[config.mk]
export PLATFORM = sky130hd
export DESIGN_NAME = gate_cursor_ctrl
export DESIGN_NICKNAME = d
export VERILOG_FILES = /design/src/rtl/gate_cursor_ctrl.sv
export SDC_FILE = /design/constraint.sdc
export NUM_CORES = 1
export LEC_CHECK = 0
export BUFFER_PORTS_ARGS = -buffer_cell sky130_fd_sc_hd__buf_2
export CAP_MARGIN = 5
export CORE_MARGIN = 2
export CORE_UTILIZATION = 55
export DETAILED_ROUTE_END_ITERATION = 7
export GPL_TIMING_DRIVEN = 0
export PLACE_DENSITY_LB_ADDON = 0.1
export SLEW_MARGIN = 20
export SYNTH_ARGS = -nofsm -noshare
export SYNTH_HDL_FRONTEND = slang
export SYNTH_SLANG_ARGS = --single-unit
[constraint.sdc]
create_clock -name clk -period 9 [get_ports clk]
set_clock_uncertainty 0.15 [all_clocks]
set_input_delay 0.45 -clock clk [delete_from_list [all_inputs] [get_ports clk]]
set_output_delay 0.45 -clock clk [all_outputs]
set_load 0.02 [all_outputs]
[src/rtl/gate_cursor_ctrl.sv]
// gate_cursor_ctrl
//   Turns four raw push buttons into cursor moves over an 18-position gate
//   grid: two rows of eight (1..8, 9..16) plus a short row of two (17, 18).
//   Each button is synchronised and debounced. A debounced press produces a
//   one-cycle pulse. Simultaneous pulses resolve with priority U > D > L > R.
//   The winning pulse moves the registered cursor.
//
//   Optional feature: define GATE_CURSOR_HOLD_REPEAT_EN to enable hold-to-repeat.
//   A held button re-pulses REPEAT_DELAY cycles after its first pulse. It then
//   re-pulses every REPEAT_PERIOD cycles until the button is released.
//
// Ports
//   clk          system clock, every flop on its rising edge
//   reset        synchronous active-high reset
//   btn[3:0]     raw buttons {U, D, L, R}
//   btn_pulse    accepted one-cycle move pulse, same bit order as btn
//   gate_select  cursor position, legal values 1..18
//   move_valid   one-cycle strobe when gate_select changed
module gate_cursor_ctrl #(
  parameter int DEBOUNCE_CYCLES = 1000000,
  parameter int REPEAT_DELAY    = 50000000,
  parameter int REPEAT_PERIOD   = 20000000
) (
  input  logic       clk,
  input  logic       reset,
  input  logic [3:0] btn,
  output logic [3:0] btn_pulse,
  output logic [4:0] gate_select,
  output logic       move_valid
);

  localparam int CntW = (DEBOUNCE_CYCLES > 1) ? $clog2(DEBOUNCE_CYCLES) : 1;

  logic [3:0]      sync1_q, sync2_q;
  logic [3:0]      deb_q, deb_d, debPrev_q;
  logic [CntW-1:0] cnt_q [4];
  logic [CntW-1:0] cnt_d [4];
  logic [3:0]      rise, fire;
  logic [3:0]      pulseRaw_q, pulseRaw_d;
  logic [3:0]      accepted;
  logic [4:0]      gate_q, gate_d;
  logic            moveValid_q, moveValid_d;

  // Cursor move table. Any illegal current position recovers to 1.
  function automatic logic [4:0] nextPos(input logic [4:0] cur, input logic [3:0] dir);
    logic [4:0] res;
    res = cur;
    if (cur == 5'd0 || cur > 5'd18) begin
      res = 5'd1;
    end else if (dir[3]) begin
      if (cur == 5'd17)      res = 5'd10;
      else if (cur == 5'd18) res = 5'd15;
      else if (cur >= 5'd9)  res = cur - 5'd8;
    end else if (dir[2]) begin
      if (cur >= 5'd17)      res = cur;
      else if (cur >= 5'd13) res = 5'd18;
      else if (cur >= 5'd9)  res = 5'd17;
      else                   res = cur + 5'd8;
    end else if (dir[1]) begin
      if (cur == 5'd1)       res = 5'd8;
      else if (cur == 5'd9)  res = 5'd16;
      else if (cur == 5'd17) res = 5'd18;
      else                   res = cur - 5'd1;
    end else if (dir[0]) begin
      if (cur == 5'd8)       res = 5'd1;
      else if (cur == 5'd16) res = 5'd9;
      else if (cur == 5'd18) res = 5'd17;
      else                   res = cur + 5'd1;
    end
    return res;
  endfunction

  // The stable-cycle counter restarts whenever the synchronised level agrees
  // with the debounced one, so only an unbroken run of disagreement flips it.
  always_comb begin
    deb_d = deb_q;
    for (int i = 0; i < 4; i++) begin
      cnt_d[i] = '0;
      if (sync2_q[i] != deb_q[i]) begin
        if (cnt_q[i] == CntW'(DEBOUNCE_CYCLES - 1)) deb_d[i] = sync2_q[i];
        else                                        cnt_d[i] = cnt_q[i] + 1'b1;
      end
    end
  end

  assign rise = deb_q & ~debPrev_q;

`ifdef GATE_CURSOR_HOLD_REPEAT_EN
  localparam int RptMax = (REPEAT_DELAY > REPEAT_PERIOD) ? REPEAT_DELAY : REPEAT_PERIOD;
  localparam int RptW   = (RptMax > 1) ? $clog2(RptMax) : 1;

  logic [RptW-1:0] rptCnt_q [4];
  logic [RptW-1:0] rptCnt_d [4];
  logic [3:0]      rptArmed_q, rptArmed_d, rptPeriodic_q, rptPeriodic_d;

  // The repeat counter starts on the cycle the first pulse is registered. It
  // waits the initial delay once and then waits the shorter period after each
  // repeat. Release clears the counter and disarms the repeat.
  always_comb begin
    rptArmed_d    = rptArmed_q;
    rptPeriodic_d = rptPeriodic_q;
    fire          = '0;
    for (int i = 0; i < 4; i++) begin
      rptCnt_d[i] = rptCnt_q[i];
      if (!deb_q[i]) begin
        rptCnt_d[i]      = '0;
        rptArmed_d[i]    = 1'b0;
        rptPeriodic_d[i] = 1'b0;
      end else if (rise[i]) begin
        rptCnt_d[i]      = '0;
        rptArmed_d[i]    = 1'b1;
        rptPeriodic_d[i] = 1'b0;
      end else if (rptArmed_q[i]) begin
        if (rptCnt_q[i] == (rptPeriodic_q[i] ? RptW'(REPEAT_PERIOD - 1)
                                             : RptW'(REPEAT_DELAY - 1))) begin
          fire[i]          = 1'b1;
          rptCnt_d[i]      = '0;
          rptPeriodic_d[i] = 1'b1;
        end else begin
          rptCnt_d[i] = rptCnt_q[i] + 1'b1;
        end
      end
    end
  end

  always_ff @(posedge clk) begin
    if (reset) begin
      rptArmed_q    <= '0;
      rptPeriodic_q <= '0;
      for (int i = 0; i < 4; i++) rptCnt_q[i] <= '0;
    end else begin
      rptArmed_q    <= rptArmed_d;
      rptPeriodic_q <= rptPeriodic_d;
      for (int i = 0; i < 4; i++) rptCnt_q[i] <= rptCnt_d[i];
    end
  end
`else
  // Repeat parameters have no effect in this build. They are folded into a
  // constant so they are still referenced.
  logic unusedRepeatCfg;
  assign unusedRepeatCfg = ^{REPEAT_DELAY, REPEAT_PERIOD};
  assign fire = '0;
`endif

  assign pulseRaw_d = rise | fire;

  // Only the highest-priority pulse survives. Losers are discarded.
  always_comb begin
    accepted = 4'b0000;
    if (pulseRaw_q[3])      accepted = 4'b1000;
    else if (pulseRaw_q[2]) accepted = 4'b0100;
    else if (pulseRaw_q[1]) accepted = 4'b0010;
    else if (pulseRaw_q[0]) accepted = 4'b0001;
  end

  // The cursor is updated at the end of the pulse cycle. The strobe is raised
  // only when the position actually changes, so a blocked move gives no strobe.
  always_comb begin
    gate_d      = gate_q;
    moveValid_d = 1'b0;
    if (|accepted) begin
      gate_d      = nextPos(gate_q, accepted);
      moveValid_d = (gate_d != gate_q);
    end
  end

  always_ff @(posedge clk) begin
    if (reset) begin
      sync1_q     <= '0;
      sync2_q     <= '0;
      deb_q       <= '0;
      debPrev_q   <= '0;
      pulseRaw_q  <= '0;
      gate_q      <= 5'd1;
      moveValid_q <= 1'b0;
      for (int i = 0; i < 4; i++) cnt_q[i] <= '0;
    end else begin
      sync1_q     <= btn;
      sync2_q     <= sync1_q;
      deb_q       <= deb_d;
      debPrev_q   <= deb_q;
      pulseRaw_q  <= pulseRaw_d;
      gate_q      <= gate_d;
      moveValid_q <= moveValid_d;
      for (int i = 0; i < 4; i++) cnt_q[i] <= cnt_d[i];
    end
  end

  assign btn_pulse   = accepted;
  assign gate_select = gate_q;
  assign move_valid  = moveValid_q;

endmodule

==> out/results.tsv, run 1 <==
metric	value	unit
vias	4243	
postRouteAntennaNets	0	
gp_congestion	0.8994	
clk_path_buf_depth	2	
max_cap_violations	0	
grt_max_degree	20	
via_per_inst	5.672	
crit_end	move_valid	
cp_num_cells	10	
dr_wl_met2	4.873	mm
post_cts_resized	0	
grt_use_total	21.70	%
area_growth_syn_to_layout	8.933	%
grt_first_pass_wirelength	17.82	mm
syn_area	5112	sq um
yosys_warnings	0	
die_y	100.4	microns
grt_pass1_vias	3931	
synth.avg_cell_area	8.436	sq um
vdd_drop_max	0.0001012	V
firstDrtPassIters	4	
rows	35	
cts_setup_buffers	0	
rsz0062_at_grt	false	
coreArea	9109	sq um
critPathLaunch	gate_select[0]	
hold_viol_final	0	
worst_slack	5.480	ns
setup_viol	0	
wirelength	10.29	mm
route.met3.wl	494	microns
synth_seq_area_share	41.51	%
insertion_delay	0.37	ns
drc_errors	0	
power	0.8188	mW
hold_class	in2reg	
cts-root-buf	clkbuf_8	
relSlewSlack	59.20	%
period_minus_slack	3.520	ns
status	complete, no violations	
post-route-period-util	39.11	%
die_w	100.4	microns
worst_slew_pin_slew	0.6025	ns
drive_gt1_share	6.750	%
cts-buffers-inserted	9	
worstPathMaxFanout	10	
place.detailed.hpwl	7.473	mm
path_clk_slew	0.11	ns
wire_per_inst	13.76	microns
layout.nets	651	
ios	16	
cts-htree-levels	3	
hold_buffers	0	
crit-reg2reg-launch	gate_select[0]	
clock.fmax	284.1	MHz
rr_endpoint	move_valid	
holdWs	0.1320	ns
rr_worst_depth	10	
place_area	5326	sq um
rrSetupSlack	5.48	ns
routed.top_layer	met4	
slew_viol_final	0	
diodes	0	
syn-num-nets	625	
endpoint_kind	flop	
path_buf_inv	2	
hold_path_startpoint	btn[1]	
cts_tree	yes	
cp.arrival	3.63	ns
dpl_worst_slack	5.574	ns
cp_top_family	simple AND/OR/NAND/NOR gates	
cpPeakStageDelay	0.52	ns
required	9.11	ns
io_buffers	15	
fin_tns_setup	0	ns
ys.flop_type	dfxtp_1	
drt-initial-drc-count	164	
yosysUniqueCellTypes	58	
antenna_found_initial	0	
clock_sinks	106	
start_kind	flop	
die-area	10080	sq um
m1WireLength	4.701	mm
grt_overflow_total	0	
powerDensity	147.0	nW/um^2
p_leak	1.951	nW
synth_edf_count	0	
critical_path_class	reg2reg	
cp_slowest_cell	dfxtp_1	
initial_core_util	56.13	%
synth_seq_cells	106	
post-route-cell-area	5569	sq um
netlist_instances	606	
synth_async_sr_flop_share	0	%
path_cells	clkbuf_1 -> inv_1 -> ha_1 -> nor3b_1 -> o31ai_1 -> nand2_1 -> or3_4 -> nand2b_4 -> a221o_1 -> o31a_1	
worst register-to-register path: stages, from the launching register on:
cell	delay (ns)
dfxtp_1	0.52
clkbuf_1	0.37
inv_1	0.18
ha_1	0.30
nor3b_1	0.16
o31ai_1	0.29
nand2_1	0.23
or3_4	0.47
nand2b_4	0.15
a221o_1	0.34
o31a_1	0.25
cell usage after synthesis (all sizes together), types with 7 or more instances:
library cell | number | area share (%)
and2 | 7 | 0.86
clkbuf | 18 | 1.3
and3 | 17 | 2.1
buf | 7 | 0.83
nor3 | 11 | 1.1
dfxtp | 106 | 42
nor2b | 19 | 2.3
o21ai | 17 | 1.7
xor2 | 40 | 6.9
ha | 13 | 3.2
nand2 | 40 | 2.9
nand2b | 8 | 1.1
nor4b | 7 | 1.2
inv | 14 | 1.0
nand3 | 47 | 4.6
xnor2 | 32 | 5.5
a21oi | 15 | 1.5
nor2 | 108 | 7.9
or3 | 11 | 1.4
state kept, by name, indices dropped and copies added, names as in the netlist:
register / count
move_valid: 1
gate_select: 5
debPrev_q: 4
deb_q: 4
pulseRaw_q: 4
sync1_q: 4
sync2_q: 4
cnt_q: 80
layer usage:
metal / global-route usage [%] / vias up
met3: 4.944 / 22
met1: 28.62 / 1965
met4: 8.325 / 0
met5: 0 / -
li1: - / 2139
met2: 34.69 / 117
cell families after synthesis:
| kind of cell | after synthesis | share of synthesized area [%] |
|---|---|---|
| flops | 106 | 41.51 |
| xor+xnor | 72 | 12.33 |
| fa+ha+maj | 13 | 3.182 |
| buf+inv | 39 | 3.181 |
| simple gates | 298 | 28.95 |
| mux | 5 | 0.9790 |
| compound gates | 73 | 9.863 |
through the flow:
stage	cells	utilization, %
2_1_floorplan	606	-
3_3_place_gp	732	58.48
3_5_place_dp	732	58.48
4_1_cts	748	61.14
5_1_grt	748	61.14
6_report	748	61.14
power breakdown:
part / total (mW) / internal (mW) / switching, mW
clock: 0.338 / 0.171 / 0.167
combinational: 0.00904 / 0.00316 / 0.00588
sequential: 0.472 / 0.471 / 0.00119
cell usage in the layout (no fill, tap or decap), drive strengths merged, types with 2 or more instances in the layout:
cell type  netlist  layout
nor2           108     108
dfxtp          106     106
nand3           47      47
nand2           40      40
xor2            40      40
xnor2           32      32
clkbuf          18      28
buf              7      22
nor2b           19      19
and3            17      17
o21ai           17      17
inv             14      17
a21oi           15      15
ha              13      13
nor3            11      11
or3             11      11
nand2b           8       8
and2             7       7
nor4b            7       7
nor4             6       6
nand4            6       6
o211ai           6       6
and4             5       5
a31oi            5       5
mux2i            5       5
a221oi           3       3
o31ai            3       3
o31a             2       2
a221o            2       2
a2bb2oi          2       2
nand3b           2       2
a22oi            2       2
bufinv           0       2
nor3b            2       2
o221a            2       2
layout make-up:
type	count	area [sq um]
Fill cell	825	3540
Multi-Input combinational cell	461	2828
Sequential cell	106	2122
Tap cell	111	138.9
Clock buffer	10	137.6
Buffer	25	110.1
Clock inverter	6	105.1
Timing Repair Buffer	15	75.07
Inverter	14	52.55
worst min-delay path by stage:
| stage | end | cells after the start |
|---|---|---|
| global placement | pulseRaw_q[3] | 1 |
| detailed placement | pulseRaw_q[0] | 1 |
| global route | sync1_q[1] | 2 |
| finish | sync1_q[1] | 2 |
| floorplan | pulseRaw_q[0] | 1 |
| CTS | sync1_q[1] | 2 |
Note: power is estimated with default switching activity, not from simulation.
==> inputs of run 2 (changes only) <==
--- a/config.mk
+++ b/config.mk
@@ -5,6 +5,7 @@
 export SDC_FILE = /design/constraint.sdc
 export NUM_CORES = 1
 export LEC_CHECK = 0
+export ABC_AREA = 1
 export BUFFER_PORTS_ARGS = -buffer_cell sky130_fd_sc_hd__buf_2
 export CAP_MARGIN = 5
 export CORE_MARGIN = 2
==> constraint.sdc (replaced) <==
create_clock -name clk -period 3.6 [get_ports clk]
set_clock_uncertainty 0.15 [all_clocks]
set_input_delay 0.18 -clock clk [delete_from_list [all_inputs] [get_ports clk]]
set_output_delay 0.18 -clock clk [all_outputs]
set_load 0.02 [all_outputs]
==> run 2 against run 1 <==
  * Clock-buffer cell count is 2 higher
  * Clock power is 110% higher
  * Fmax is 34% higher
  * Non-clock buffer count is 7 lower
  * Critical path type unchanged
  * Die area is 2.8% higher
  * Critical endpoint unchanged
  * Routed wire length is 3.4% higher
  * Utilization is 0.86 points higher
==> out/results.tsv, run 2 <==
metric	value	unit	change
status	complete, no violations		unchanged
ios	16		unchanged
yosysTopAreaCellShare	40.32	%	was 41.51%
gr-usage-met3	4.514	%	was 4.944%
synth.largest_area_cell	dfxtp_1		unchanged
critical_path_class	reg2reg		unchanged
yosys.area_share.adder	3.091	%	was 3.182%
insertion_delay	0.37	ns	about the same
place_area	5499	sq um	was 5326 sq um
top_usage_layer	met2		unchanged
cts-root-buf	clkbuf_8		unchanged
hold_depth	3		was 2
vdd_drop_max	0.0003137	V	was 0.0001012 V
via_per_inst	5.211		was 5.672
coreArea	9240	sq um	was 9109 sq um
area_growth_syn_to_layout	8.868	%	was 8.933%
rr_endpoint	move_valid		unchanged
rr_worst_depth	15		was 10
drt-initial-drc-count	167		was 164
cp.arrival	2.74	ns	was 3.63 ns
yosys_warnings	0		unchanged
rrSetupSlack	0.97	ns	was 5.48 ns
place.detailed.hpwl	7.776	mm	was 7.473 mm
largest_reg_flops	80		unchanged
hold_viol_final	0		unchanged
holdPathEnd	gate_select[0]		was sync1_q[1]
ys_top_cells_by_count	nand2_1 (135), nor2_1 (122), dfxtp_1 (106), inv_1 (100), nand3_1 (50)		was nor2_1 (108), dfxtp_1 (106), nand3_1 (47), nand2_1 (40), xor2_1 (40)
post-route-period-util	73.00	%	was 39.11%
syn_area	5263	sq um	was 5112 sq um
period_minus_slack	2.628	ns	was 3.520 ns
grt_use_total	21.60	%	was 21.70%
die_w	101.8	microns	was 100.4 microns
initial_core_util	56.95	%	was 56.13%
hold_path_startpoint	reset		was btn[1]
yosysUniqueCellTypes	35		was 58
relSlewSlack	66.01	%	was 59.20%
path_clk_slew	0.09	ns	was 0.11 ns
wirelength	10.63	mm	was 10.29 mm
antenna_found_initial	0		unchanged
synth-simple-area-share	35.28	%	was 28.95%
synth_seq_area_share	40.32	%	was 41.51%
grt_max_degree	18		was 20
cts-buffers-inserted	9		unchanged
gp_congestion	0.9033		was 0.8994
grt_pass1_vias	4384		was 3931
clock.fmax	380.5	MHz	was 284.1 MHz
crit-reg2reg-launch	gate_select[3]		was gate_select[0]
die_y	101.8	microns	was 100.4 microns
hold_buffers	4		was 0
synth_edf_count	0		unchanged
start_kind	flop		unchanged
crit_path_frequent_cell	nand2_1		
synth_xor_area_share	4.161	%	was 12.33%
fin_tns_setup	0	ns	unchanged
path_buf_inv	2		unchanged
layout.nets	796		was 651
grt_first_pass_wirelength	18.26	mm	was 17.82 mm
grt_overflow_total	0		unchanged
synth_async_sr_flop_share	0	%	unchanged
wire_per_inst	11.67	microns	was 13.76 microns
clock_sinks	106		unchanged
clkPwrFrac	36.5	%	was 41.2%
rows	35		unchanged
netlist_instances	747		was 606
p_leak	2.211	nW	was 1.951 nW
required	3.71	ns	was 9.11 ns
cts_tree	yes		unchanged
intPower	1.484	mW	was 0.6446 mW
largest_register	cnt_q		unchanged
final_util	62.00	%	was 61.14%
vias	4747		was 4243
final_cell_mix	nand2_1 (135), nor2_1 (122), dfxtp_1 (106)		was nor2_1 (108), dfxtp_1 (106), nand3_1 (47)
power_frac_comb	1.6	%	was 1.1%
fin_cells	911		was 748
endpoint_kind	flop		unchanged
synthMuxAreaShare	0	%	was 0.9790%
powerDensity	332.7	nW/um^2	was 147.0 nW/um^2
path_cells	buf_2 -> inv_1 -> ha_1 -> o21ai_0 -> nand2_1 -> a21oi_2 -> nand3_1 -> nor2_1 -> nand2_1 -> nand2_1 -> nand2_1 -> nor2_1 -> nand2_1 -> nor2_1 -> nor2_1		was clkbuf_1 -> inv_1 -> ha_1 -> nor3b_1 -> o31ai_1 -> nand2_1 -> or3_4 -> nand2b_4 -> a221o_1 -> o31a_1
yosysMostFrequentCell	nand2_1		was nor2_1
drive_gt1_share	7.928	%	was 6.750%
synth_top_family_by_area	simple AND/OR/NAND/NOR gates		unchanged
power	1.906	mW	was 0.8188 mW
hold_class	in2reg		unchanged
postRouteAntennaNets	0		unchanged
worst_slew_pin_slew	0.5098	ns	was 0.6025 ns
rsz0062_at_grt	false		unchanged
cp_slowest_cell	dfxtp_1		unchanged
syn-num-nets	766		was 625
post-route-cell-area	5729	sq um	was 5569 sq um
synth.avg_cell_area	7.045	sq um	was 8.436 sq um
clk_path_buf_depth	2		unchanged
firstDrtPassIters	5		was 4
post-place-cells	891		was 732
cts_setup_buffers	0		unchanged
final_common_cell	nand2_1		was nor2_1
diodes	0		unchanged
p_switching	0.4221	mW	was 0.1742 mW
slew_viol_final	0		unchanged
synth.area.top_cells	dfxtp_1 (40%), nand2_1 (9.6%), nor2_1 (8.7%)		was dfxtp_1 (42%), nor2_1 (7.9%), xor2_1 (6.9%)
synth_compound_area_share	8.512	%	was 9.863%
cp_top_family	simple AND/OR/NAND/NOR gates		unchanged
use_met2	36.99	%	was 34.69%
setup_viol	0		unchanged
worstPathMaxFanout	10		unchanged
ys.flop_type	dfxtp_1		unchanged
swShare	22.14	%	was 21.28%
grt_use_met1	27.02	%	was 28.62%
cts-htree-levels	3		unchanged
die-area	10370	sq um	was 10080 sq um
synth_seq_cells	106		unchanged
seq_power_share	61.9	%	was 57.7%
max_cap_violations	0		unchanged
drc_errors	0		unchanged
io_buffers	15		unchanged
cpPeakStageDelay	0.50	ns	was 0.52 ns
post_cts_resized	0		unchanged
[run 2: changes by cell type in the layout (fill, tap and decap cells not counted), sizes merged, moves of 14 or more]
| cell | before | now |
|---|---|---|
| a21oi | 15 | 41 |
| and3 | 17 | 3 |
| inv | 17 | 103 |
| nand2 | 40 | 137 |
| nand4 | 6 | 22 |
| nor2 | 108 | 131 |
| nor2b | 19 | 0 |
| nor3 | 11 | 32 |
| xnor2 | 32 | 8 |
| xor2 | 40 | 17 |
[run 2: logic make-up after synthesis]
group	after synthesis
simple gates	405
buf+inv	116
flops	106
compound gates	82
xor+xnor	25
fa+ha+maj	13
[run 2: worst max path at each step]
stage                         from         end  slack, ns  cells after the start
floorplan           gate_select[1]  move_valid       1.29                     15
global placement    gate_select[3]  move_valid       1.05                     15
detailed placement  gate_select[3]  move_valid       0.99                     15
CTS                 gate_select[3]  move_valid       0.98                     15
global route        gate_select[3]  move_valid       0.73                     15
finish              gate_select[3]  move_valid       0.97                     15
[run 2: worst reg2reg max path, delay by kind of cell, from the launching register on]
family / cells / cell delay (ns)
compound gates: 2 / 0.27
fa+ha+maj: 1 / 0.24
buf+inv: 2 / 0.46
flops: 1 / 0.50
simple gates: 10 / 0.89
[run 2: layout make-up]
class / instances / area (sq um)
Buffer: 14 / 71.32
Clock buffer: 12 / 155.1
Clock inverter: 4 / 35.03
Fill cell: 855 / 3511
Inverter: 102 / 382.9
Multi-Input combinational cell: 525 / 2686
Sequential cell: 106 / 2122
Tap cell: 129 / 161.4
Timing Repair Buffer: 19 / 115.1
[run 2: layer usage]
layer	routed length, microns	vias up
li1	-	2484
met1	4948	2149
met2	5048	96
met3	455	18
met4	182	0
met5	0	-
[run 2: metrics by stage]
step | hold slack [ns] | setup slack, ns
after global routing | 0.1549 | 0.7333
after detailed placement | 0.2324 | 0.9913
after floorplan | 0.1370 | 1.295
final | 0.1221 | 0.9719
after CTS | 0.1048 | 0.9761
after global placement | 0.2310 | 1.052
[run 2: power groups by stage]
| stage | clock network, mW | logic [mW] | registers, mW |
|---|---|---|---|
| 2_1_floorplan | 0 | 0.0174 | 1.21 |
| 3_3_place_gp | 0 | 0.0265 | 1.21 |
| 3_5_place_dp | 0 | 0.0272 | 1.21 |
| 4_1_cts | 0.722 | 0.0306 | 1.18 |
| 5_1_grt | 0.760 | 0.0348 | 1.18 |
| 6_report | 0.696 | 0.0304 | 1.18 |
==> inputs of run 3 (changes only) <==
==> constraint.sdc (replaced) <==
create_clock -name clk -period 2.45 [get_ports clk]
set_clock_uncertainty 0.15 [all_clocks]
set_input_delay 0.1225 -clock clk [delete_from_list [all_inputs] [get_ports clk]]
set_output_delay 0.1225 -clock clk [all_outputs]
set_load 0.02 [all_outputs]
==> run 3 against run 2 <==
  * Sequential power rose by 47%
  * Sequential share of layout area fell by 0.38 points
  * Clock power rose by 47%
  * Register-to-register slack got worse by 0.84 ns
  * Via count rose by 0.51%
  * Largest cell class unchanged
==> out/results.tsv, run 3 (synthesized netlist as in run 2, its figures left out) <==
metric	value	unit	change
insertion_delay	0.37	ns	about the same
place_area	5499	sq um	unchanged
worst_slack	0.1309	ns	was 0.9719 ns
crit_path_frequent_cell	nor2_1		was nand2_1
critical_path_class	reg2reg		unchanged
die_y	101.8	microns	unchanged
start_kind	flop		unchanged
largest_register	cnt_q		unchanged
vdd_drop_max	0.0004568	V	was 0.0003137 V
cp.arrival	2.43	ns	was 2.74 ns
post-route-period-util	94.66	%	was 73.00%
relSlewSlack	66.39	%	was 66.01%
dpl_worst_slack	-0.1587	ns	was 0.9913 ns
grt_first_pass_wirelength	18.32	mm	was 18.26 mm
vias	4771		was 4747
p_leak	2.233	nW	was 2.211 nW
clock.fmax	431.2	MHz	was 380.5 MHz
gp_congestion	0.9033		unchanged
final_common_cell	nand2_1		unchanged
grt_max_degree	18		unchanged
cts-root-buf	clkbuf_8		unchanged
worstPathMaxFanout	10		unchanged
largest_reg_flops	80		unchanged
initial_core_util	56.95	%	unchanged
period_minus_slack	2.319	ns	was 2.628 ns
layout.nets	799		was 796
clock_sinks	106		unchanged
grt_pass1_vias	4395		was 4384
cts-htree-levels	3		unchanged
antenna_found_initial	0		unchanged
ios	16		unchanged
postRouteAntennaNets	0		unchanged
grt_overflow_total	0		unchanged
wire_per_inst	11.70	microns	was 11.67 microns
post-route-cell-area	5806	sq um	was 5729 sq um
clk_path_buf_depth	2		unchanged
hold_viol_final	0		unchanged
grt_use_total	21.67	%	was 21.60%
diodes	0		unchanged
cts-buffers-inserted	9		unchanged
worst_slew_pin_slew	0.5042	ns	was 0.5098 ns
final_cell_mix	nand2_1 (134), nor2_1 (121), dfxtp_1 (103)		was nand2_1 (135), nor2_1 (122), dfxtp_1 (106)
status	complete, no violations		unchanged
firstDrtPassIters	5		unchanged
max_cap_violations	0		unchanged
endpoint_kind	flop		unchanged
path_cells	buf_4 -> inv_4 -> ha_1 -> nand3_1 -> nand3_1 -> nor2_1 -> nor2_1 -> nor2_1 -> nand2_1 -> nand2_1 -> nand2_1 -> nor2_1 -> nand2_1 -> nor2_1 -> nor2_1		was buf_2 -> inv_1 -> ha_1 -> o21ai_0 -> nand2_1 -> a21oi_2 -> nand3_1 -> nor2_1 -> nand2_1 -> nand2_1 -> nand2_1 -> nor2_1 -> nand2_1 -> nor2_1 -> nor2_1
coreArea	9240	sq um	unchanged
die-area	10370	sq um	unchanged
powerDensity	482.4	nW/um^2	was 332.7 nW/um^2
cpPeakStageDelay	0.39	ns	was 0.50 ns
slew_viol_final	0		unchanged
cts_tree	yes		unchanged
cp_slowest_cell	dfxtp_2		was dfxtp_1
path_clk_slew	0.09	ns	about the same
area_growth_syn_to_layout	10.32	%	was 8.868%
place.detailed.hpwl	7.776	mm	unchanged
wirelength	10.70	mm	was 10.63 mm
drive_gt1_share	9.299	%	was 7.928%
io_buffers	15		unchanged
rsz0062_at_grt	true		was false
via_per_inst	5.220		was 5.211
hold_class	in2reg		unchanged
die_w	101.8	microns	unchanged
drc_errors	0		unchanged
rows	35		unchanged
required	2.56	ns	was 3.71 ns
drt-initial-drc-count	196		was 167
setup_viol	0		unchanged
## run 3: changes by cell type in the layout (fill, tap and decap cells not counted), moves of 2 or more
cell | previous run | this run
dfxtp_1 | 106 | 103
inv_4 | 0 | 2
buf_4 | 3 | 7
buf_2 | 21 | 17
dfxtp_2 | 0 | 2
inv_1 | 100 | 98
buf_6 | 0 | 3
## run 3: area by class of cell
class,count,area (sq um)
Buffer,14,92.59
Timing Repair Buffer,22,137.6
Inverter,102,391.6
Fill cell,849,3435
Clock inverter,4,35.03
Clock buffer,12,155.1
Multi-Input combinational cell,525,2704
Sequential cell,106,2128
Tap cell,129,161.4
## run 3: final timing paths
kind	from	to	slack [ns]	cells after the start
min	reset	gate_select[0]	0.07	3
min reg2reg	debPrev_q[2]	pulseRaw_q[2]	0.25	1
max	gate_select[0]	move_valid	0.13	15
max reg2reg	gate_select[0]	move_valid	0.13	15
## run 3: repair_timing
action / in CTS / in global routing
hold endpoints to repair: 4 / 0
hold buffers: 4 / 0
pin swaps: 0 / 1
setup buffers: 0 / 3
gates resized for setup: 5 / 16
setup endpoints to repair: 1 / 13
## run 3: per-layer routing
layer	vias to the layer above	track usage, %	share of wire [%]
met5	-	0	0
met4	0	7.897	1.5
met3	16	4.514	4.0
met2	94	36.99	47
met1	2171	27.14	47
li1	2490	-	-
## run 3: worst max-delay path: cells and delay by family, from the launching register on
family,cells,cell delay [ns]
adder cells (fa/ha/maj),1,0.22
flip-flops,1,0.39
buffers and inverters,2,0.27
AND/OR/NAND/NOR,12,1.17
## run 3: through the flow
step | util (%) | power [mW] | hold slack [ns] | cells | TNS (ns)
floorplan | - | 1.799 | 0.07947 | 747 | 0
global placement | 59.51 | 1.812 | 0.1925 | 891 | -0.09778
detailed placement | 59.51 | 1.814 | 0.1995 | 891 | -0.1587
CTS | 62.10 | 2.840 | 0.04733 | 911 | 0
global route | 62.83 | 2.902 | 0.09724 | 914 | -0.03837
finish | 62.83 | 2.800 | 0.06628 | 914 | 0
## run 3: where the power goes
group          internal, mW  total, mW  switching (mW)  leakage, nW
Clock                 0.435       1.02           0.588       0.0972
Sequential             1.73       1.73         0.00400        0.856
Combinational        0.0159     0.0448          0.0289         1.28
Total                  2.18       2.80           0.621         2.23
